==> src/rtl/demux4_collect.sv <==
// ---------------------------------------------------------------------------
// demux4_collect
//
// Four-slot capture and drain stage that sits behind a 4-way demultiplexer.
// A word presented on ch[sel] while in_valid is high is latched into that
// channel's holding slot. Full slots are drained one at a time, round-robin,
// through a single valid/ready port that tags each word with its channel.
//
// Build option:
//   DEMUX4_COLLECT_OVF_EN  defined     -> a capture into a full, non-draining
//                                         slot is dropped and ovf[k] sets
//                                         (sticky until rst).
//                          not defined -> a capture into a full slot
//                                         overwrites it; ovf is constant 0.
//
// Ports:
//   clk        sole clock, rising edge
//   rst        synchronous, active-high reset
//   in_valid   ch[sel] carries a word to capture this cycle
//   sel        channel steered by the demux this cycle
//   ch0..ch3   demux outputs (only ch[sel] is sampled)
//   out_valid  at least one slot is full
//   out_ready  consumer accepts out_data this cycle
//   out_data   contents of the granted slot (0 when out_valid is low)
//   out_chan   index of the granted slot (0 when out_valid is low)
//   ovf        sticky per-channel overflow flags
// ---------------------------------------------------------------------------
module demux4_collect #(
    parameter int W = 4
) (
    input  logic         clk,
    input  logic         rst,
    input  logic         in_valid,
    input  logic [1:0]   sel,
    input  logic [W-1:0] ch0,
    input  logic [W-1:0] ch1,
    input  logic [W-1:0] ch2,
    input  logic [W-1:0] ch3,
    output logic         out_valid,
    input  logic         out_ready,
    output logic [W-1:0] out_data,
    output logic [1:0]   out_chan,
    output logic [3:0]   ovf
);

    logic [W-1:0] slot_q [4];
    logic [W-1:0] slot_d [4];
    logic [3:0]   full_q, full_d;
    logic [1:0]   ptr_q, ptr_d;
`ifdef DEMUX4_COLLECT_OVF_EN
    logic [3:0]   ovf_q, ovf_d;
`endif

    logic [W-1:0] ch_arr [4];
    logic [1:0]   grant;
    logic         drain;

    assign ch_arr[0] = ch0;
    assign ch_arr[1] = ch1;
    assign ch_arr[2] = ch2;
    assign ch_arr[3] = ch3;

    // Grant: first full slot searching ptr, ptr+1, ptr+2, ptr+3 (2-bit wrap).
    always_comb begin
        logic       found;
        logic [1:0] idx;
        // NOTE: every combinational output gets a default first so no path
        // leaves it unassigned, which would otherwise infer a latch.
        grant = 2'd0;
        found = 1'b0;
        for (int i = 0; i < 4; i++) begin
            idx = ptr_q + 2'(i);
            if (!found && full_q[idx]) begin
                grant = idx;
                found = 1'b1;
            end
        end
    end

    // Outputs depend on registers only; zeroed while nothing is pending.
    assign out_valid = |full_q;
    assign out_chan  = out_valid ? grant : 2'd0;
    assign out_data  = out_valid ? slot_q[grant] : '0;
    assign drain     = out_valid && out_ready;

`ifdef DEMUX4_COLLECT_OVF_EN
    assign ovf = ovf_q;
`else
    assign ovf = 4'b0000;
`endif

    // Next-state: drain first, then capture. A capture on the slot that is
    // draining this edge refills it, so the slot simply stays full.
    always_comb begin
        slot_d = slot_q;
        full_d = full_q;
        ptr_d  = ptr_q;
`ifdef DEMUX4_COLLECT_OVF_EN
        ovf_d  = ovf_q;
`endif

        if (drain) begin
            full_d[grant] = 1'b0;
            ptr_d         = grant + 2'd1;
        end

        if (in_valid) begin
            if (!full_q[sel] || (drain && grant == sel)) begin
                slot_d[sel] = ch_arr[sel];
                full_d[sel] = 1'b1;
            end else begin
`ifdef DEMUX4_COLLECT_OVF_EN
                // Full and not draining: drop the word, flag the channel.
                ovf_d[sel] = 1'b1;
`else
                // Full and not draining: last write wins, slot stays full.
                slot_d[sel] = ch_arr[sel];
`endif
            end
        end
    end

    // NOTE: state registers use non-blocking assignments so every flop
    // samples its _d value from before the edge, independent of order.
    always_ff @(posedge clk) begin
        if (rst) begin
            // NOTE: the slots are reset too, not only the full flags, because
            // their contents are observable and must be 0 after reset.
            for (int i = 0; i < 4; i++) begin
                slot_q[i] <= '0;
            end
            full_q <= 4'b0000;
            ptr_q  <= 2'd0;
`ifdef DEMUX4_COLLECT_OVF_EN
            ovf_q  <= 4'b0000;
`endif
        end else begin
            slot_q <= slot_d;
            full_q <= full_d;
            ptr_q  <= ptr_d;
`ifdef DEMUX4_COLLECT_OVF_EN
            ovf_q  <= ovf_d;
`endif
        end
    end

endmodule

==> config.mk <==
export PLATFORM = sky130hd
export DESIGN_NAME = demux4_collect
export DESIGN_NICKNAME = d
export VERILOG_FILES = /design/src/rtl/demux4_collect.sv
export SDC_FILE = /design/constraint.sdc
export NUM_CORES = 1
export LEC_CHECK = 0
export BUFFER_PORTS_ARGS = -buffer_cell sky130_fd_sc_hd__buf_2
export CAP_MARGIN = 30
export CELL_PAD_IN_SITES_DETAIL_PLACEMENT = 1
export CELL_PAD_IN_SITES_GLOBAL_PLACEMENT = 1
export CORE_UTILIZATION = 34
export DETAILED_ROUTE_END_ITERATION = 8
export HOLD_SLACK_MARGIN = 0.03
export PLACE_DENSITY_LB_ADDON = 0.05
export SETUP_SLACK_MARGIN = 0.15
export SLEW_MARGIN = 20
export SYNTH_ARGS = -nofsm -noshare
export SYNTH_HDL_FRONTEND = slang
export SYNTH_SLANG_ARGS = --single-unit
==> constraint.sdc <==
create_clock -name clk -period 1.7 [get_ports clk]
set_clock_uncertainty 0.2 [all_clocks]
set_input_delay 0.17 -clock clk [delete_from_list [all_inputs] [get_ports clk]]
set_output_delay 0.17 -clock clk [all_outputs]
set_load 0.02 [all_outputs]
Word level (Yosys, flattened, before mapping) --
Cells that the tools add are included.
Operators by class: add/sub/neg operators 4, order comparisons 11, equal/unequal tests 1, mux-type cells 35, bitwise logic cells 5, reduce and logical (&&, ||, !) cells 14
Operator list (count):
- 4-bit 2-to-1 mux | 9
- 2-bit by 3-bit less-than comparator with 1-bit output (second input constant) | 6
- 4-bit binary-select mux with 2-bit select | 2
- 16-bit bitwise mux | 1
- 1-bit binary-select mux with 2-bit select | 5
- 1-bit 2-to-1 mux | 10
- 2-bit 2-to-1 mux | 5
- 4-bit demux with 2-bit select | 1
- 1-bit logical AND | 8
- 3-bit greater-or-equal comparator (second input constant) | 2
- 2-bit NOT with 3-bit output | 2
- 2-bit by 1-bit adder with 2-bit output (second input constant) | 2
- 2-bit adder (second input constant) | 2
- 4-bit bitwise AND | 1
- 1-bit demux with 2-bit select | 2
- 2-bit by 1-bit greater-or-equal comparator with 1-bit output (second input constant) | 2
- 1-bit zero test | 4
- 4-bit NOT | 1
- 4-bit bitwise OR | 1
- 4-bit OR reduction | 1
- 3-bit by 1-bit less-than comparator with 1-bit output (second input constant) | 1
- 2-bit equality test | 1
- 1-bit logical OR | 1
Storage, ports and cells: register bits after elaboration 22, input port bits 22, output and inout bits 11, word-level logic and storage cells 76

Longest topological paths before layout --
Gate-level depths: netlist of run 1.
word-level depth 22, gate-level depth with buffers 7, gate-level depth less buffers 6

Worst setup path after synthesis of run 1 --
Ideal clock, no wire load.
path type reg-to-output, from reg ptr_q[1], to out out_data[3], arrival 1825 ps, setup slack -495 ps, cell stages (with the launch flop) 8, cells stage by stage dfxtp_1 > mux2i_1 > nor2_1 > or3_1 > buf_6 > clkinv_8 > a211oi_1 > a211oi_1
Between the ends: cells in the longest elaborated chain, start to end 17, elaborated cells on any way between the ends 29, those cells by class 3 x add/sub; 19 x mux; 1 x bitwise; 6 x reduce/logical
RTL lines:
- from (decl) | RTL line 49 | logic [1:0] ptr_q, ptr_d;
- from (signal assigned) | RTL line 140 | ptr_q <= ptr_d;
- branches (longest 11 deep; another with 2-bit by 1-bit adder with 2-bit output)
- 2-bit 2-to-1 mux * | RTL line 73 | if (!found && full_q[idx]) begin
- 2-bit NOT with 3-bit output (implied by the code) * | RTL line 83 | assign out_data = out_valid ? slot_q[grant] : '0;
- 4-bit binary-select mux with 2-bit select * | RTL line 83
- 4-bit 2-to-1 mux (implied by the code) * (2 in series) | RTL line 83
- 4-bit 2-to-1 mux * | RTL line 83
- to (decl) | RTL line 41 | output logic [W-1:0] out_data,
Every way passes the cells marked *. The select of a mux whose other input is x is not followed.

Final worst setup path of run 1 --
from reg full_q[0], to out out_data[2]
Between the ends: cells in the longest elaborated chain, start to end 17, elaborated cells on any way between the ends 27, those cells by class 19 x mux; 1 x bitwise; 7 x reduce/logical
RTL lines:
- from (decl) | RTL line 48 | logic [3:0] full_q, full_d;
- from (signal assigned) | RTL line 139 | full_q <= full_d;
- 1-bit binary-select mux with 2-bit select | RTL line 73
- 1-bit 2-to-1 mux (implied by the code) | RTL line 73
- 1-bit 2-to-1 mux | RTL line 73
- 1-bit zero test | RTL line 73
- 1-bit logical AND | RTL line 73
- 1-bit 2-to-1 mux | RTL line 73
- 1-bit zero test | RTL line 73
- 1-bit logical AND | RTL line 73
- 1-bit 2-to-1 mux | RTL line 73
- 1-bit zero test | RTL line 73
- 1-bit logical AND | RTL line 73
- 2-bit 2-to-1 mux | RTL line 73
- 2-bit NOT with 3-bit output (implied by the code) | RTL line 83
- 4-bit binary-select mux with 2-bit select | RTL line 83
- 4-bit 2-to-1 mux (implied by the code) (2 in series) | RTL line 83
- 4-bit 2-to-1 mux * | RTL line 83
Mark *: on every way between the ends. The rest lies on a longest branch, timed or not. The select of a mux whose other input is x is not followed.

==> results of run 1 <==
[sequential cells by signal, summed over array words and instances (netlist names)]
name    flops
full_q      4
slot_q     16
ptr_q       2
[layer usage]
| metal | part of all wire [%] | GRT usage [%] | up-vias |
|---|---|---|---|
| li1 | - | - | 695 |
| met1 | 39 | 30.25 | 716 |
| met2 | 55 | 51.77 | 51 |
| met3 | 3.5 | 3.102 | 14 |
| met4 | 2.4 | 9.302 | 0 |
| met5 | 0 | 0 | - |
[area by class of cell]
cell class | count | area [um2]
Sequential cell | 22 | 455.4
Multi-Input combinational cell | 112 | 885.9
Tap cell | 46 | 57.56
Clock inverter | 1 | 30.03
Clock buffer | 3 | 22.52
Timing Repair Buffer | 84 | 700.7
Inverter | 5 | 33.78
Fill cell | 404 | 1230
[repair_timing]
| item | 4_1_cts | 5_1_grt |
|---|---|---|
| hold endpoints to repair | 20 | 0 |
| pin swaps | 16 | 5 |
| hold buffers | 19 | 0 |
| resized for setup | 56 | 12 |
| setup endpoints to repair | 13 | 13 |
| setup buffers | 12 | 1 |
[final timing paths]
path	from	to	slack (ns)
max	full_q[0]	out_data[2]	-0.70
min	sel[1]	full_q[2]	0.05
max reg2reg	full_q[0]	ptr_q[1]	-0.42
min reg2reg	slot_q[12]	slot_q[12]	0.30
[cell families after synthesis]
family          count (synthesis)
mux                            17
flops                          22
other cells                     1
simple gates                   49
buf+inv                        14
compound gates                 41
xor+xnor                        1
[Yosys cell counts (3+ instances only)]
| master | count |
|---|---|
| o21ai_0 | 15 |
| dfxtp_1 | 22 |
| a211oi_1 | 8 |
| buf_4 | 4 |
| nor2_1 | 16 |
| and3_1 | 3 |
| nand3_1 | 6 |
| a21oi_1 | 5 |
| nand2b_1 | 3 |
| mux2i_1 | 17 |
| inv_1 | 4 |
| clkbuf_1 | 4 |
| nand2_1 | 7 |
| a31oi_1 | 4 |
[critical path, stage by stage (launching register included)]
cell	delay (ns)
dfxtp_4	0.39
buf_6	0.11
mux2i_1	0.15
nor2_1	0.08
or3_1	0.36
buf_6	0.16
a211oi_2	0.25
buf_4	0.18
[metrics by stage]
stage / power, mW / setup slack, ns / util [%] / hold slack, ns / TNS, ns
2_1_floorplan: 0.7888 / -0.2530 / - / 0.02727 / -0.9599
3_5_place_dp: 0.9496 / -0.2996 / 46.74 / 0.2153 / -2.141
6_report: 1.595 / -0.6963 / 63.99 / 0.04629 / -5.731
5_1_grt: 1.651 / -0.7786 / 63.99 / 0.05022 / -6.658
3_3_place_gp: 0.9377 / -0.2409 / 46.74 / 0.1993 / -1.730
4_1_cts: 1.542 / -0.6381 / 62.64 / 0.03105 / -4.859
[power groups by stage]
stage	combinational, mW	sequential, mW	clock [mW]
floorplan	0.222	0.567	0
global placement	0.368	0.569	0
detailed placement	0.379	0.571	0
CTS	0.546	0.563	0.433
global route	0.628	0.568	0.455
finish	0.596	0.565	0.435
==> impl_metrics.json, run 1 <==
{
  "status": "complete, but fails checks",
  "violations": "negative setup slack",
  "numCtsBuffers": 3,
  "ant_nets": 0,
  "dpl_cell_area_mm2": 0.001597,
  "first_iter_violations": 50,
  "yosysTopAreaCell": "dfxtp_1",
  "dp_hpwl_um": 2956,
  "ys_ff_latch": 22,
  "p_leak_nw": 0.9313,
  "cp-end-kind": "primary output",
  "drc": 0,
  "synth_top_family_by_area": "compound AO/OA/AOI/OAI gates",
  "numClockSinks": 22,
  "antenna_found_initial": 0,
  "cp-start-kind": "flip-flop",
  "synthMuxAreaShare_pct": 13.71,
  "final_common_cell": "buf_4",
  "mostFrequentLayoutCells": "buf_4 (24), buf_2 (21), buf_6 (20)",
  "hold_path.class": "in -> reg",
  "grt_pass1_wl_um": 8066,
  "syn-cell-area_mm2": 0.001241,
  "yosys.area_share.xor_xnor_pct": 0.7056,
  "synthCells": 145,
  "finalWorstSetupSlack_ns": -0.6963,
  "diodes": 0,
  "crit_type": "reg -> out",
  "fin_area_mm2": 0.002186,
  "period_needed_ns": 2.396,
  "hold_depth": 3,
  "crit_arrival_ns": 2.03,
  "insertion_delay_ns": 0.33,
  "seq_area_frac_synth_pct": 35.48,
  "power_switching_uw": 506.5,
  "drv_cap": 0,
  "fp.dieH_um": 62.42,
  "required_ns": 1.33,
  "synth_top_area_share_pct": 35.48,
  "cts_tree": "yes",
  "dieArea_mm2": 0.003896,
  "routedWlPerCell_um": 19.48,
  "grt_use_total_pct": 26.99,
  "rsz0062_at_grt": "true",
  "drive_gt1_share_pct": 49.34,
  "fin_nets": 250,
  "synth_ff_type": "dfxtp_1",
  "synth_edf_count": 0,
  "die_w_um": 62.42,
  "synth_compound_area_share_pct": 21.47,
  "syn-mean-instance-area_um2": 8.560,
  "p_comb_share_pct": 37.3,
  "gp_congestion": 0.8305,
  "firstDrtPassIters": 4,
  "grt_overflow": 0,
  "path_clk_slew_ns": 0.15,
  "cts_root_buffer": "clkbuf_4",
  "core_mm2": 0.003416,
  "synth.area.top_cells": "dfxtp_1 (35%), mux2i_1 (14%), o21ai_0 (6.0%)",
  "setup_viol": 13,
  "irDropWorstVdd_v": 0.0003505,
  "synth-simple-area-share_pct": 21.27,
  "timing.fmax_mhz": 417.3,
  "p_sw_share_pct": 31.76,
  "syn_to_final_growth_pct": 76.11,
  "period_share_pct": 141.0,
  "io-pin-count": 33,
  "yosysUniqueCellTypes": 36,
  "vias_per_cell": 5.407,
  "rr_worst_depth": 11,
  "hold_viol": 0,
  "ys_warn_count": 0,
  "grt_max_degree": 23,
  "pwr-share-seq_pct": 35.4,
  "p_int_mw": 1.088,
  "crit_fanout": 6,
  "cts.path.max_buffers": 2,
  "dp.cells": 237,
  "drt_wl_total_um": 5317,
  "synthAdderAreaFrac_pct": 0,
  "drv_slew": 0,
  "htreeDepth": 1,
  "row_count": 21,
  "power.share.clock_pct": 27.3,
  "fin_cells": 273,
  "grt_pass1_vias": 1625,
  "io_buffers": 28,
  "initial_utilization_pct": 36.34,
  "vias": 1476,
  "ys_async_sr_fraction_pct": 0,
  "powerDensity_mw_per_mm2": 729.6
}
Power figures use the tool's default switching activity.
==> run 2, diff against run 1 <==
Settings changed: CORE_UTILIZATION 34 to 38.
Clock period 1.7 ns to 2.5 ns, I/O delays scaled along.
==> run 2 against run 1 <==
Effect of this change: the flow now finishes without violations; largest power group is now sequential cells; final cell count is 10% lower; total power is 48% lower; utilization is 5.6 points lower; clock power is 63% lower; routed wire length is 24% lower; sequential cell count stayed put; critical endpoint is now out_data[1]; first-iteration DRC count is 36% higher.
==> impl_metrics.json, run 2 (same netlist as run 1, synthesis figures left out) <==
{
  "status": "finished, final reports clean",
  "crit_arrival_ns": 2.00,
  "crit_fanout": 7,
  "drv_slew": 0,
  "ant_nets": 0,
  "p_int_uw": 560.2,
  "grt_pass1_wl_um": 6113,
  "critPathSlowestCell": "dfxtp_4",
  "die_w_um": 59.15,
  "dpl_cell_area_mm2": 0.001414,
  "period_share_pct": 98.02,
  "numCtsBuffers": 3,
  "crit_type": "reg -> out",
  "grt_pass1_vias": 1323,
  "irDropWorstVdd_v": 0.0002595,
  "first_iter_violations": 68,
  "cp-start-kind": "flip-flop",
  "power_switching_uw": 272.7,
  "largest_register_ffs": 16,
  "rsz0062_at_grt": "true",
  "wl_met1_um": 1723,
  "gp_congestion": 0.8705,
  "regMostFlops": "slot_q",
  "timing.fmax_mhz": 408.1,
  "finalSetupTns_ns": 0,
  "fillers": 379,
  "mostFrequentLayoutCells": "buf_2 (24), dlygate4sd3_1 (17), buf_4 (17)",
  "dp_hpwl_um": 2553,
  "insertion_delay_ns": 0.30,
  "worst_pin_slew_ns": 0.5412,
  "startpoint": "ptr_q[1]",
  "fin_cells": 245,
  "timing.rr.end": "full_q[2]",
  "drt_wl_total_um": 4046,
  "powerDensity_mw_per_mm2": 463.2,
  "vias": 1324,
  "cp_top_family": "simple AND/OR/NAND/NOR gates",
  "reg2reg_from": "ptr_q[1]",
  "r2r_setup_slack_ns": 0.52,
  "cp_num_cells": 7,
  "wl_met2_um": 2165,
  "grt_max_degree": 23,
  "diodes": 0,
  "slew_headroom_pct": 63.59,
  "multi_input_area_um2": 793.3,
  "pwr-share-seq_pct": 46.0,
  "period_needed_ns": 2.450,
  "finalWorstSetupSlack_ns": 0.04962,
  "hold_ws_ns": 0.07092,
  "routedWlPerCell_um": 16.51,
  "power.share.clock_pct": 19.1,
  "rr_worst_depth": 6,
  "required_ns": 2.05,
  "initial_utilization_pct": 40.33,
  "crit_path_frequent_cell": "buf_4",
  "p_comb_share_pct": 34.9,
  "syn_to_final_growth_pct": 44.86,
  "ff_latch_area_um2": 457.9,
  "io-pin-count": 33,
  "hold_viol": 0,
  "path_clk_slew_ns": 0.12,
  "numClockSinks": 22,
  "cts.path.max_buffers": 2,
  "grt_overflow": 0,
  "final_common_cell": "buf_2",
  "crit_buf_inv": 2,
  "setup_viol": 0,
  "endpoint": "out_data[1]",
  "cts_tree": "yes",
  "vias_per_cell": 5.404,
  "drc": 0,
  "cp_cell_sequence": "and2_4 -> o211ai_1 -> buf_4 -> nand3_1 -> and3_1 -> a211oi_1 -> buf_4",
  "fp.dieH_um": 59.15,
  "dpl_worst_slack_ns": 0.2319,
  "core_mm2": 0.003078,
  "hold_path.class": "in -> reg",
  "antenna_found_initial": 0,
  "route.met3.wl_um": 120,
  "crit_path_max_incr_delay_ns": 0.38,
  "fin_area_mm2": 0.001798,
  "grt_use_total_pct": 23.85,
  "fin_nets": 225,
  "io_buffers": 28,
  "dp.cells": 214,
  "drv_cap": 0,
  "dieArea_mm2": 0.003499,
  "hold_depth": 3,
  "p_sw_share_pct": 32.74,
  "htreeDepth": 1,
  "row_count": 20,
  "p_leak_nw": 0.7643,
  "reg_top3": "slot_q: 16 flops, full_q: 4 flops, ptr_q: 2 flops",
  "cp-end-kind": "primary output",
  "firstDrtPassIters": 4,
  "drive_gt1_share_pct": 35.82,
  "cts_root_buffer": "clkbuf_4",
  "top_layer_used": "met4"
}
## run 2: cell count changes in the layout (fill, tap and decap cells not counted), sizes merged
cell / previous run / this run
buf: 65 / 42
bufinv: 1 / 0
dlygate4sd3: 19 / 17
## run 2: how the worst min path moves through the flow
stage,slack (ns),endpoint,start
after floorplan,0.11,ptr_q[1],rst
after global placement,0.27,slot_q[15],slot_q[15]
after detailed placement,0.27,slot_q[15],slot_q[15]
after CTS,0.06,full_q[3],sel[0]
after global routing,0.1,full_q[3],sel[0]
final,0.07,full_q[3],sel[0]
## run 2: worst register-to-register path: stages (launching register included)
cell	delay (ns)
dfxtp_4	0.38
and2_4	0.17
and2_4	0.16
buf_4	0.13
nor4_1	0.50
o21ai_0	0.18
a31oi_1	0.20
## run 2: power groups by stage
stage	sequential (mW)	clock [mW]	combinational [mW]
floorplan	0.385	0	0.145
CTS	0.382	0.164	0.258
finish	0.384	0.159	0.291
global route	0.386	0.171	0.311
detailed placement	0.390	0	0.207
global placement	0.390	0	0.202
## run 2: per-layer routing
layer	up-vias	track usage [%]
li1	643	-
met1	646	29.15
met2	31	42.05
met3	4	3.493
met4	0	9.184
met5	-	0
## run 2: what timing repair did
action | CTS | global route
endpoints found under the hold margin | 17 | 0
setup endpoints to repair | 4 | 4
setup buffers | 8 | 3
resized for setup | 13 | 15
hold buffers | 17 | 0
pin swaps | 5 | 2
## run 2: area by class of cell
| cell class | count | share of cell area, % |
|---|---|---|
| Clock buffer | 3 | 1.253 |
| Multi-Input combinational cell | 112 | 44.12 |
| Inverter | 5 | 1.740 |
| Timing Repair Buffer | 59 | 24.36 |
| Sequential cell | 22 | 25.47 |
| Tap cell | 44 | 3.062 |
## run 2: per-stage QoR
stage	total power [mW]	utilization [%]
6_report	0.8329	58.41
5_1_grt	0.8684	58.41
4_1_cts	0.8030	55.94
3_5_place_dp	0.5971	45.93
3_3_place_gp	0.5912	45.93
2_1_floorplan	0.5295	-
